===== config.mk =====
export PLATFORM = sky130hd
export DESIGN_NAME = program_loader
export DESIGN_NICKNAME = d
export VERILOG_FILES = /design/src/rtl/program_loader.sv
export SDC_FILE = /design/constraint.sdc
export NUM_CORES = 2
export LEC_CHECK = 0
export ABC_AREA = 1
export ABC_CLOCK_PERIOD_IN_PS = 5300
export CAP_MARGIN = 10
export CORE_AREA = 2 2 372 374
export DETAILED_ROUTE_END_ITERATION = 6
export DIE_AREA = 0 0 374 376
export HOLD_SLACK_MARGIN = 0.02
export PLACE_DENSITY_LB_ADDON = 0.15
export SLEW_MARGIN = 10
export SYNTH_ARGS = -nofsm -noshare
export SYNTH_HDL_FRONTEND = slang
export SYNTH_SLANG_ARGS = --single-unit

===== constraint.sdc =====
create_clock -name clk -period 5.3 [get_ports clk]
set_input_delay 1.325 -clock clk [delete_from_list [all_inputs] [get_ports clk]]
set_output_delay 1.325 -clock clk [all_outputs]
set_load 0.01 [all_outputs]

===== src/rtl/program_loader.sv =====
// program_loader: captures a marker-delimited program from a valid/ready byte
// stream into a local buffer and serves it to the processor fetch port.
// Fetches outside the loaded program return END_BYTE, which halts the core.
module program_loader #(
   parameter int          DEPTH      = 256,
   parameter int          ADDR_W     = 8,
   parameter logic [7:0]  START_BYTE = 8'h7E,
   parameter logic [7:0]  END_BYTE   = 8'hFF
) (
   input  logic              clk,
   input  logic              rst,
   input  logic              load_start,
   input  logic              in_valid,
   input  logic [7:0]        in_byte,
   output logic              in_ready,
   input  logic [ADDR_W-1:0] fetch_addr,
   output logic [7:0]        fetch_data,
   output logic              prog_ready,
   output logic [ADDR_W:0]   prog_len,
   output logic              busy,
   output logic              error
);

   typedef enum logic [2:0] {
      S_IDLE,
      S_WAIT_START,
      S_LOAD,
      S_DONE,
      S_ERROR
   } state_t;

   localparam logic [ADDR_W-1:0] LAST_ADDR = ADDR_W'(DEPTH - 1);
   localparam logic [ADDR_W:0]   FULL_LEN  = (ADDR_W + 1)'(DEPTH);

   state_t              state_q, state_d;
   logic [ADDR_W-1:0]   ptr_q, ptr_d;
   logic [ADDR_W:0]     len_q, len_d;
   logic [7:0]          fetch_data_q, fetch_data_d;
   logic                we;
   logic [ADDR_W-1:0]   wr_addr;
   logic                xfer;

   // Program buffer; deliberately not reset, prog_len masks stale content.
   logic [7:0] mem [DEPTH];

   assign in_ready   = ((state_q == S_WAIT_START) || (state_q == S_LOAD)) && !load_start;
   assign busy       = (state_q == S_WAIT_START) || (state_q == S_LOAD);
   assign prog_ready = (state_q == S_DONE);
   assign error      = (state_q == S_ERROR);
   assign prog_len   = len_q;
   assign fetch_data = fetch_data_q;
   assign xfer       = in_valid && in_ready;

   // Next-state, pointer, length and buffer write enable.
   always_comb begin
      state_d = state_q;
      ptr_d   = ptr_q;
      len_d   = len_q;
      we      = 1'b0;
      wr_addr = ptr_q;
      if (load_start) begin
         state_d = S_WAIT_START;
         ptr_d   = '0;
         len_d   = '0;
      end else begin
         case (state_q)
            S_WAIT_START: begin
               if (xfer && (in_byte == START_BYTE)) begin
                  we      = 1'b1;
                  wr_addr = '0;
                  ptr_d   = ADDR_W'(1);
                  state_d = S_LOAD;
               end
            end
            S_LOAD: begin
               if (xfer) begin
                  we    = 1'b1;
                  ptr_d = ptr_q + ADDR_W'(1);
                  if (in_byte == END_BYTE) begin
                     len_d   = {1'b0, ptr_q} + (ADDR_W + 1)'(1);
                     state_d = S_DONE;
                  end else if (ptr_q == LAST_ADDR) begin
                     // Last slot filled without a terminator: never wrap.
                     len_d   = FULL_LEN;
                     state_d = S_ERROR;
                  end
               end
            end
            default: ;
         endcase
      end
   end

   // Fetch read: only a completed program is visible, and only within its length.
   always_comb begin
      fetch_data_d = END_BYTE;
      if ((state_q == S_DONE) && ({1'b0, fetch_addr} < len_q))
         fetch_data_d = mem[fetch_addr];
   end

   // Control and fetch registers.
   always_ff @(posedge clk or posedge rst) begin
      if (rst) begin
         state_q      <= S_IDLE;
         ptr_q        <= '0;
         len_q        <= '0;
         fetch_data_q <= END_BYTE;
      end else begin
         state_q      <= state_d;
         ptr_q        <= ptr_d;
         len_q        <= len_d;
         fetch_data_q <= fetch_data_d;
      end
   end

   // Buffer write on the same edge as the accepted transfer.
   always_ff @(posedge clk) begin
      if (we)
         mem[wr_addr] <= in_byte;
   end

endmodule

# --- Word level (Yosys, flattened, before mapping) ---
# Memories as Yosys holds them, arrays and structs flattened.
# Index checks and enable logic that the tools add are counted.
totals:
  ram_bits: 2048
  ff_bits: 28
  inputBits: 20
  out_inout_bits: 21
  mem_count: 1
  wordCells: 56
op_classes:
  reduce_logical: 13
  muxes: 25
  add_sub_neg: 2
  n_eq_ne: 10
  magnitude_cmp: 1
mem_list:
  columns: ["memory", "words", "word_bits", "read_ports", "rd_ports_with_merged_regs", "write_ports", "line_no", "source"]
  rows:
  - ["mem", 256, 8, 1, 0, 1, "44", "logic [7:0] mem [DEPTH];"]
ops:
  columns: ["cell", "n"]
  rows:
  - ["8-bit two-way mux", 7]
  - ["9-bit two-way mux", 5]
  - ["8-bit equality test, second input constant", 2]
  - ["8-bit case mux with 2 select lines", 1]
  - ["3-bit two-way mux", 5]
  - ["8-bit by 1-bit adder with 9-bit output, second input constant", 1]
  - ["8-bit by 9-bit < comparator with 1-bit output", 1]
  - ["8-bit by 1-bit adder with 8-bit output, second input constant", 1]
  - ["8-bit by 7-bit equality test with 1-bit output, second input constant", 1]
  - ["3-bit by 2-bit equality test with 1-bit output, second input constant", 2]
  - ["3-bit case mux with 2 select lines", 1]
  - ["3-bit AND reduction", 2]
  - ["3-bit nonzero test", 2]
  - ["1-bit two-way mux", 5]
  - ["1-bit logical AND", 4]
  - ["4-bit by 2-bit != test with 1-bit output, second input constant", 1]
  - ["4-bit AND reduction", 1]
  - ["2-bit nonzero test", 2]
  - ["3-bit by 1-bit equality test with 1-bit output, second input constant", 1]
  - ["3-bit equality test, second input constant", 1]
  - ["3-bit by 2-bit != test with 1-bit output, second input constant", 1]
  - ["3-bit != test, second input constant", 1]
  - ["1-bit case mux with 2 select lines", 1]
  - ["1-bit logical NOT", 1]
  - ["1-bit logical OR", 1]

# --- Logic depth before layout (Yosys ltp) ---
logic_depth:
  depth_word: 10
  depth_mapped: 15
  depth_no_buf: 13

# --- Worst setup path after synthesis ---
# No wires, ideal clock.
synth_timing:
  kind: "input to register"
  from: "in in_byte[1]"
  to: "mem mem[105][0], enable pin"
  path_slack_ps: 2130
  required_time_ps: 4930
  arrival_ps: 2800
  path_stages: 12
  path_cell_list: "inv_1 -> nor2_1 -> nand3_1 -> nor3_1 -> nand2_2 -> inv_2 -> nor2_1 -> inv_2 -> buf_6 -> nand2_1 -> buf_2 -> nor2_1"
synth_via:
  elab_chain_cells: 7
  word_cells_on_any_way: 10
synth_rtl:
  columns: ["element", "line_no", "source"]
  rows:
  - ["from (decl)", "14", "input logic [7:0] in_byte,"]
  - ["8-bit by 7-bit equality test with 1-bit output *", "68", "if (xfer && (in_byte == START_BYTE)) begin"]
  - ["1-bit logical AND *", "68", null]
  - ["1-bit two-way mux", "68", null]
  - ["1-bit case mux with 2 select lines", "66", "case (state_q)"]
  - ["1-bit two-way mux", "61", "if (load_start) begin"]
  - ["1-bit two-way mux", "118", "if (we)"]
  - ["1-bit two-way mux (not written as such)", "119", "mem[wr_addr] <= in_byte;"]
  - ["to (decl)", "44", null]
# Mark *: on every way between the ends. The rest lies on a longest branch, timed or not.

# --- Worst setup path after layout ---
layout_timing:
  from: "in in_valid"
  to: "mem mem[240][2], enable pin"
layout_via:
  elab_chain_cells: 7
  word_cells_on_any_way: 11
layout_rtl:
  columns: ["element", "line_no", "source"]
  rows:
  - ["from (decl)", "13", "input logic in_valid,"]
  - ["1-bit logical AND *", "52", "assign xfer = in_valid && in_ready;"]
  - ["1-bit logical AND", "68", null]
  - ["1-bit two-way mux", "68", null]
  - ["1-bit case mux with 2 select lines", "66", null]
  - ["1-bit two-way mux", "61", null]
  - ["1-bit two-way mux", "118", null]
  - ["1-bit two-way mux (not written as such)", "119", null]
# Marks and branches as above.

==> results by group <==
Placed design
  • Gp weighted congestion: 0.947
  • Placed Area: 86,300 sq um
  • PortBufs: 40
  • Detailed-placement wirelength estimate: 131,000 microns
  • Cells after DPL: 8,610

Pwr
  • Combinational power share: 5.9%
  • Net Sw Frac: 22.0%
  • Worst vdd ir: 0.000301 V
  • Internal power: 26.5 mW
  • Net Sw Power: 7.47 mW
  • Clock group share of total power: 41.0%
  • Sequential power share: 53.1%
  • Pwr per Cell Area: 367 nW/um^2
  • Design Power: 34.0 mW
  • Leakage Power: 32.0 nW

STA
  • Final min period: 4.15 ns
  • FMAX: 241 MHz
  • Final setup viols: 0
  • Slew Limit Fails: 0
  • Setup TNS Final: 0 ns
  • Final hold viol count: 0
  • Period Utilization, post-route: 78.3%
  • Worst-Margin Slew: 1.18 ns
  • Rel. slew slack: 21.0%
  • Skew final: 0.0315 ns
  • Unrepaired setup endpoints after global routing: false

Logic synthesis
  • Synth top area share: 72.9%
  • Post-synthesis sequential element count: 2,076
  • Syn Nets: 7,172
  • Synth Area in Compound Gates: 0.252%
  • Area contributors post-synth: edfxtp_1, nand3_1, nand2_1
  • Cell taking the most area after synthesis: edfxtp_1
  • Main combinational cell family by area after synthesis: simple AND/OR/NAND/NOR gates
  • Synthesized-area fraction occupied by adder cells: 0.119%
  • Synth unique cells: 33
  • Synth Warn #: 0
  • Post-Syn Area: 84,300 sq um
  • Post-Synth Simple-Gate Area: 23.0%
  • Cells after Synth: 7,144
  • Post-synthesis mux area share: 0%
  • Post-Synth XOR/XNOR Area: 0.0623%
  • Mapped Avg Cell Area: 11.8 sq um
  • Post-synth EDFFs: 2,048
  • FFs w/ async S/R, synth: 1.35%
  • Seq/Total Area, Yosys: 73.8%
  • Top_reg_cell synth: edfxtp_1

Critical path
  • Setup CP Type: in -> reg
  • Crit. End Element: flip-flop
  • CP startpoint kind: input port
  • Worst Path Arrival: 4.61 ns
  • Critical Path RT: 5.76 ns
  • CP max FO: 16

Hold path
  • HP Class: reg -> reg

Final layout
  • Nets@finish: 7,042
  • Area Overhead vs Synth: 9.87%
  • Fin cells: 8,970
  • Layout cells sized above 1: 6.23%
  • Design Area, Final: 92,600 sq um

Floorplanning
  • Initial Utilization: 61.7%
  • Die Wd: 374 microns
  • Rows: 136
  • Core Area: 137,000 sq um
  • Total die area: 141,000 sq um
  • Die H: 376 microns
  • Io pins: 41

GRT
  • Vias in the first global route: 53,600
  • First-pass GRT wire length: 333,000 microns
  • GRT Residual Overflow: 0
  • Initial antenna violation count: 9
  • Pin count of the biggest net entering global routing: 175
  • GR Util All Layers: 32.2%

CTS
  • Total CTS buffers: 196
  • CTS tree: done
  • CTS Hold Bufs: 0
  • CTS H-tree lvls: 4
  • Clk buf depth: 3
  • Clock root buffer master: clkbuf_16
  • Clock-pin slew on the worst setup and hold paths: 0.07 ns
  • Resized Gates After CTS: 0
  • Worst-Skew Late Latency: 0.84 ns
  • Sink Count: 2,076
  • Post-CTS Setup Inserts: 0

Run status
  • Failing checks: DRC
  • Status: finished, violations left

Route
  • Vias per std cell: 6.26
  • Final WL: 226,000 microns
  • Pre-antenna DRT Iters: 7
  • Drt drc: 1
  • Iter 0 DRT Violations: 8,515
  • Drt wl/cell: 25.2 microns
  • Vias: 56,200
  • Detail Route Antenna Nets: 0

Flow run
  • Max cap viols: 0
worst max-delay path: stages:
cell	delay, ns
clkdlybuf4s50_1	0.61
nand3_1	0.11
nor3_1	0.22
nand2_2	0.25
inv_2	0.19
nor2_1	0.08
inv_2	0.24
nand2_2	0.59
buf_4	0.42
nor2_1	0.55
metrics by stage:
stage / utilization [%] / hold WS [ns] / setup slack, ns
after floorplan: - / 0.501 / 2.13
after CTS: 67.8 / 0.574 / 1.25
after detailed placement: 63.1 / 0.549 / 0.377
after global routing: 67.8 / 0.606 / 1.03
after global placement: 63.1 / 0.544 / 0.364
final: 67.8 / 0.595 / 1.15
Yosys cell counts (4+ instances only):
library cell  instances
xor2_1                5
ha_1                  8
dfstp_2               8
o22ai_1              15
nand2_1            2133
dfrtp_1              20
buf_2               194
buf_1                66
nand3_1            2032
inv_2                13
nor3_1                9
nor2_2                8
o21ai_2               4
inv_1                48
nor2_1              282
edfxtp_1           2048
clkbuf_1            222
nand2_2               6
cells by family after synthesis:
group                    Yosys count
adder cells (fa/ha/maj)            8
AO/OA/AOI/OAI                     32
flip-flops                      2076
XOR/XNOR                           6
AND/OR/NAND/NOR                 4476
buffers and inverters            546
final timing paths:
| kind | start | slack, ns | endpoint | cells after the start |
|---|---|---|---|---|
| setup / recovery | in_valid | 1.15 | mem[240][2]$_DFFE_PP_ | 10 |
| hold / removal | state_q[1]$_DFFE_PP0P_ | 0.59 | state_q[1]$_DFFE_PP0P_ | 2 |
| setup reg to reg | state_q[2]$_DFFE_PP0P_ | 1.52 | mem[240][2]$_DFFE_PP_ | 10 |
| hold reg to reg | state_q[1]$_DFFE_PP0P_ | 0.59 | state_q[1]$_DFFE_PP0P_ | 2 |
| max in group asynchronous | rst | 4.08 | fetch_data[7]$_DFF_PP1_ | 3 |
| min in group asynchronous | rst | 0.85 | prog_len[1]$_DFFE_PP0P_ | 3 |
placed cells by master, fill, tap and decap left out, types with 3 or more instances in the layout:
cell type and n:
clkinvlp_4 6, clkbuf_16 203, inv_8 3, inv_1 46, clkinv_2 21, clkbuf_8 13
inv_6 4, buf_12 35, o21ai_1 3, diode_2 5, nor3_1 9, o21ai_2 4
nand3_1 2031, dfrtp_1 20, nand2_1 2133, xor2_1 5, inv_2 11, ha_1 8
dfstp_2 8, buf_4 83, a21oi_1 3, clkinv_1 36, o21ai_0 3, buf_8 11
nand2_2 6, edfxtp_1 2048, nor2_2 8, nor2_1 282, bufinv_16 17, clkbuf_1 51
clkdlybuf4s50_1 26, o22ai_1 15
layer usage:
layer	wire (microns)	up-vias	global-route usage, %	part of all wire (%)
li1	-	25100	-	-
met1	86300	27000	45.4	38
met2	104000	3580	49.9	46
met3	27300	524	6.65	12
met4	8540	8	12.4	3.8
met5	52	-	0	0.023
state kept, by name (all words and copies together) (netlist names):
register	cells
ptr_q	8
state_q	3
mem	2048
prog_len	9
fetch_data	8
power groups by stage:
stage               Sequential, mW  Combinational, mW  Clock [mW]
finish                        18.1               2.00        13.9
global placement              18.4               1.93           0
global route                  18.1               2.14        14.6
floorplan                     18.4               1.07           0
CTS                           18.1               1.96        14.0
detailed placement            18.4               1.95           0
layout make-up:
cell class / count / area [sq um]
fillers: 9614 / 44000
repair buffers: 156 / 1750
clock buffers: 267 / 5450
flip-flops and latches: 2076 / 62200
multi-input cells: 4522 / 19800
clock inverters: 88 / 908
well taps: 1794 / 2240
diodes: 5 / 12.5
inverters: 62 / 258
Power figures use the tool's default switching activity.
